===== src/rtl/seq_pkg.sv =====
// Shared definitions for the step-sequencer audio path: FSM encoding and the
// default pattern geometry also used by the audio generators and display.
package seq_pkg;

  localparam logic [0:0] ST_IDLE = 1'b0;
  localparam logic [0:0] ST_PLAY = 1'b1;

  localparam int DEF_STEPS  = 16;
  localparam int DEF_LOOP_W = 7;

endpackage


===== src/rtl/edge_sync.sv =====
// Multi-flop synchroniser for one asynchronous input, followed by a history
// flop so rising and falling edges appear as single-cycle pulses.
module edge_sync #(
  parameter int   STAGES    = 2,
  parameter logic RESET_VAL = 1'b0
) (
  input  logic i_clk,
  input  logic i_rst,
  input  logic i_async,
  output logic rise,
  output logic fall
);

  logic [STAGES-1:0] r_sync;
  logic              r_hist;

  // History resets to the same level as the chain, so reset never creates an edge.
  always_ff @(posedge i_clk) begin
    if (i_rst) begin
      r_sync <= {STAGES{RESET_VAL}};
      r_hist <= RESET_VAL;
    end else begin
      r_sync <= {r_sync[STAGES-2:0], i_async};
      r_hist <= r_sync[STAGES-1];
    end
  end

  assign rise = r_sync[STAGES-1] & ~r_hist;
  assign fall = ~r_sync[STAGES-1] & r_hist;

endmodule


===== src/rtl/loop_sequencer.sv =====
// Loop/step sequencer: tracks step and loop position within a pattern, plays
// for a latched number of loops (0 = forever) and flags wraps and completion.
module loop_sequencer
  import seq_pkg::*;
#(
  parameter  int STEPS       = DEF_STEPS,
  parameter  int LOOP_W      = DEF_LOOP_W,
  parameter  int SYNC_STAGES = 2,
  localparam int STEP_W      = $clog2(STEPS)
) (
  input  logic              Clock,
  input  logic              Reset,
  input  logic              nStart,
  input  logic              nStop,
  input  logic              Step,
  input  logic [LOOP_W-1:0] Loops,
  output logic              Play,
  output logic [STEP_W-1:0] StepIdx,
  output logic [LOOP_W-1:0] LoopIdx,
  output logic              LoopWrap,
  output logic              Done
);

  localparam logic [STEP_W-1:0] STEP_LAST = STEP_W'(STEPS - 1);

  logic w_start, w_stop, w_step;
  logic w_start_rise, w_stop_rise, w_step_fall;

  edge_sync #(.STAGES(SYNC_STAGES), .RESET_VAL(1'b1)) u_sync_start (
    .i_clk(Clock), .i_rst(Reset), .i_async(nStart), .rise(w_start_rise), .fall(w_start)
  );

  edge_sync #(.STAGES(SYNC_STAGES), .RESET_VAL(1'b1)) u_sync_stop (
    .i_clk(Clock), .i_rst(Reset), .i_async(nStop), .rise(w_stop_rise), .fall(w_stop)
  );

  edge_sync #(.STAGES(SYNC_STAGES), .RESET_VAL(1'b0)) u_sync_step (
    .i_clk(Clock), .i_rst(Reset), .i_async(Step), .rise(w_step), .fall(w_step_fall)
  );

  logic [0:0]        r_state;
  logic [LOOP_W-1:0] r_loops_q;
  logic [STEP_W-1:0] r_step;
  logic [LOOP_W-1:0] r_loop;
  logic              r_wrap;
  logic              r_done;

  logic w_last_loop;
  assign w_last_loop = (r_loops_q != '0) && (r_loop == r_loops_q - LOOP_W'(1));

  // NOTE: state is updated with non-blocking assignments so every flop samples
  // the pre-edge values; blocking here would chain updates within one cycle.
  always_ff @(posedge Clock) begin
    if (Reset) begin
      r_state   <= ST_IDLE;
      r_loops_q <= '0;
      r_step    <= '0;
      r_loop    <= '0;
      r_wrap    <= 1'b0;
      r_done    <= 1'b0;
    end else begin
      r_wrap <= 1'b0;
      r_done <= 1'b0;
      // A stop edge masks a simultaneous start even when already idle.
      if (w_stop) begin
        r_state <= ST_IDLE;
      end else if (w_start) begin
        r_state   <= ST_PLAY;
        r_loops_q <= Loops;
        r_step    <= '0;
        r_loop    <= '0;
      end else if (w_step && r_state == ST_PLAY) begin
        if (r_step == STEP_LAST) begin
          r_step <= '0;
          r_wrap <= 1'b1;
          if (w_last_loop) begin
            r_done  <= 1'b1;
            r_state <= ST_IDLE;
            r_loop  <= '0;
          end else begin
            r_loop <= r_loop + LOOP_W'(1);
          end
        end else begin
          r_step <= r_step + STEP_W'(1);
        end
      end
    end
  end

  assign Play     = (r_state == ST_PLAY);
  assign StepIdx  = r_step;
  assign LoopIdx  = r_loop;
  assign LoopWrap = r_wrap;
  assign Done     = r_done;

endmodule


===== config.mk =====
export PLATFORM = sky130hd
export DESIGN_NAME = loop_sequencer
export DESIGN_NICKNAME = d
export VERILOG_FILES = /design/src/rtl/seq_pkg.sv /design/src/rtl/edge_sync.sv /design/src/rtl/loop_sequencer.sv
export SDC_FILE = /design/constraint.sdc
export NUM_CORES = 1
export LEC_CHECK = 0
export ABC_AREA = 0
export BUFFER_PORTS_ARGS = -buffer_cell sky130_fd_sc_hd__buf_2
export CAP_MARGIN = 5
export CORE_UTILIZATION = 50
export CTS_BUF_LIST = sky130_fd_sc_hd__clkbuf_4 sky130_fd_sc_hd__clkbuf_8
export DETAILED_ROUTE_END_ITERATION = 10
export GPL_TIMING_DRIVEN = 0
export PLACE_DENSITY = 0.73
export SLEW_MARGIN = 20
export SYNTH_ARGS = -nofsm -noshare
export SYNTH_HDL_FRONTEND = slang
export SYNTH_SLANG_ARGS = --single-unit

===== constraint.sdc =====
create_clock -name Clock -period 6.1 [get_ports Clock]
set_input_delay 0.305 -clock Clock [delete_from_list [all_inputs] [get_ports Clock]]
set_output_delay 0.305 -clock Clock [all_outputs]
set_load 0.005 [all_outputs]

==> qor.yml <==
status:
  outcome: "completed"
floorplanning:
  dieHeight_um: 54.3
  dieArea_um2: 2950
  rows: 18
  fp.dieW_um: 54.3
  pin_count: 26
  core_area_um2: 2520
  start_util_pct: 54.2
power:
  power.internal_mw: 0.274
  pwr-share-seq_pct: 56.9
  max-vdd-ir-drop_mv: 0.203
  p_switching_mw: 0.0849
  leakagePower_nw: 0.658
  powerDensity_nw_per_um2: 225
  combPwrFrac_pct: 8.2
  power_frac_clock_pct: 34.9
  p_sw_share_pct: 23.7
sta:
  relSlewSlack_pct: 63.3
  min_period_over_period_pct: 36.5
  setup_viol: 0
  slew_viol_final: 0
  min_period_ns: 2.23
  worst_slew_pin_slew_ns: 0.547
  finalHoldViolations: 0
  tns_ns: 0
  skew_ns: 0.0115
  max_freq_mhz: 449
  rsz0062_at_grt: "false"
yosys:
  ys_types: 37
  yosysTopAreaCellShare_pct: 44.0
  synthCells: 158
  synthArstFlopShare_pct: 0
  synth-edff-count: 0
  ys.flop_type: "dfxtp_1"
  yosysTopAreaCell: "dfxtp_1"
  ys_warn_count: 0
  ys_seq_area_share_pct: 44.0
  synthTopCellsByArea: "dfxtp_1, nand2_1, xor2_1"
  ys_ff_latch: 30
  avgSynthCellArea_um2: 8.65
  synth_nets: 173
  syn-cell-area_um2: 1370
worst_setup_path:
  cp.arrival_ns: 2.43
  critical-path-top-delay-family: "compound AO/OA/AOI/OAI gates"
  crit_chain: "inv_1 -> ha_1 -> o21ba_1 -> a221o_1 -> a2111o_1 -> a211oi_2 -> nor4_1"
  cp_max_fo: 6
  start_kind: "flip-flop"
  critPathBufInv: 1
  end_kind: "flip-flop"
  slowest_stage: "dfxtp_1"
  slowest_delay_ns: 0.41
  crit_required_ns: 6.30
  critPathKind: "flip-flop to flip-flop"
clocking:
  cts.sinks: 30
  clk_latency_ns: 0.32
  hold_buffers: 0
  ctsResizeCount: 0
  cts_buffer_depth: 2
  clk_pin_slew_ns: 0.09
  root_buffer: "clkbuf_4"
  cts_setup_buffers: 0
  cts_tree: "built"
  numCtsBuffers: 5
  htree_levels: 2
global_route:
  grt_pass1_vias: 1089
  grt_max_degree: 11
  grt-ovfl-total: 0
  grt_use_total_pct: 22.8
  grt_antenna_before_repair: 0
  grt_pass1_wl_um: 4700
flow_run:
  cap_violations: 0
placement:
  gp_congestion: 0.778
  hpwl_um: 2090
  numPortBuffers: 25
detailed_routing:
  drt.antenna.violating_nets: 0
  drt_iter0_markers: 24
  routedWlPerCell_um: 12.7
  firstDrtPassIters: 4
  wirelength_um: 2810
  viasPerCell: 5.62
  vias: 1243
  drc: 0
final_layout:
  nFillCells: 239
  fin_nets: 205
  diodes: 0
  area_growth_pct: 16.6
  fin_util_pct: 63.1
  drive_gt1_share_pct: 25.1
min_path:
  hp-class: "input port to flip-flop"
[power by group through the flow]
stage / logic (mW) / registers [mW] / clock network, mW
floorplan: 0.0206 / 0.208 / 0
global route: 0.0331 / 0.205 / 0.138
detailed placement: 0.0294 / 0.209 / 0
global placement: 0.0283 / 0.209 / 0
finish: 0.0295 / 0.204 / 0.125
CTS: 0.0296 / 0.204 / 0.129
[cells by family after synthesis]
| family | after synthesis | share of synthesized area (%) |
|---|---|---|
| simple gates | 78 | 29.5 |
| flops | 30 | 44.0 |
| fa+ha+maj | 3 | 2.75 |
| buf+inv | 8 | 2.93 |
| xor+xnor | 11 | 7.05 |
| compound gates | 28 | 13.8 |
[state kept, by name, indices dropped and copies added, names as in the netlist]
name                 count
u_sync_stop.r_hist       1
r_loops_q                7
Play                     1
Done                     1
LoopIdx                  7
u_sync_start.r_hist      1
LoopWrap                 1
u_sync_start.r_sync      2
u_sync_step.r_hist       1
u_sync_step.r_sync       2
StepIdx                  4
u_sync_stop.r_sync       2
[layout make-up]
cell class,instances,area (µm²),area share (%)
Timing Repair Buffer,25,125,7.86
Buffer,6,32.5,2.04
Sequential cell,30,601,37.7
Clock inverter,1,5.00,0.314
Multi-Input combinational cell,120,726,45.6
Inverter,2,7.51,0.471
Tap cell,30,37.5,2.36
Clock buffer,7,58.8,3.69
[cell usage after synthesis (all sizes together), types with 2 or more instances]
cell and instances:
a21oi 11, inv 2, nand2b 5, or2 7, nor2 11, or3 2
nor3 4, nand3b 2, and3 5, and2 2, xnor2 3, buf 2
o21ai 6, xor2 8, a211oi 3, nand2 19, nor2b 5, nand4 5
clkbuf 4, nand3 8, ha 3, dfxtp 30, nor4 3
[worst paths after layout]
| path | to | slack, ns | from | cells after the start |
|---|---|---|---|---|
| setup / recovery | LoopIdx[3] | 3.87 | r_loops_q[0] | 7 |
| setup reg to reg | LoopIdx[3] | 3.87 | r_loops_q[0] | 7 |
| hold reg to reg | u_sync_stop.r_sync[1] | 0.41 | u_sync_stop.r_sync[0] | 1 |
| hold / removal | u_sync_stop.r_sync[0] | 0.17 | nStop | 2 |
[stage by stage]
step	cell area, µm²	worst slack (ns)	instances	hold slack [ns]	total power [mW]
2_1_floorplan	1370	4.10	158	0.389	0.228
3_3_place_gp	1530	3.93	213	0.391	0.237
3_5_place_dp	1530	3.88	213	0.398	0.238
4_1_cts	1590	3.87	221	0.153	0.363
5_1_grt	1590	3.77	221	0.158	0.376
6_report	1590	3.87	221	0.166	0.359
[layout by cell type, fill, tap and decap left out, types with 3 or more instances in the layout]
master and instances:
nor2_1 11, nor2b_1 5, buf_2 26, dfxtp_1 30, nor3_1 4, clkbuf_4 6
nand2b_1 5, nor4_1 3, o21ai_0 5, nand2_1 19, and3_1 3, xor2_1 8
xnor2_1 3, a21oi_1 10, ha_1 3, or2_2 7, nand4_1 5, clkbuf_1 3
nand3_1 8
[metal layers]
layer | up-vias | share of wire, % | global-route usage [%]
met1 | 578 | 46 | 27.8
met4 | 0 | 1.8 | 10.3
met5 | - | 0 | 0
li1 | 618 | - | -
met3 | 8 | 4.9 | 5.00
met2 | 39 | 47 | 38.2
(Power assumes the default switching activity.)
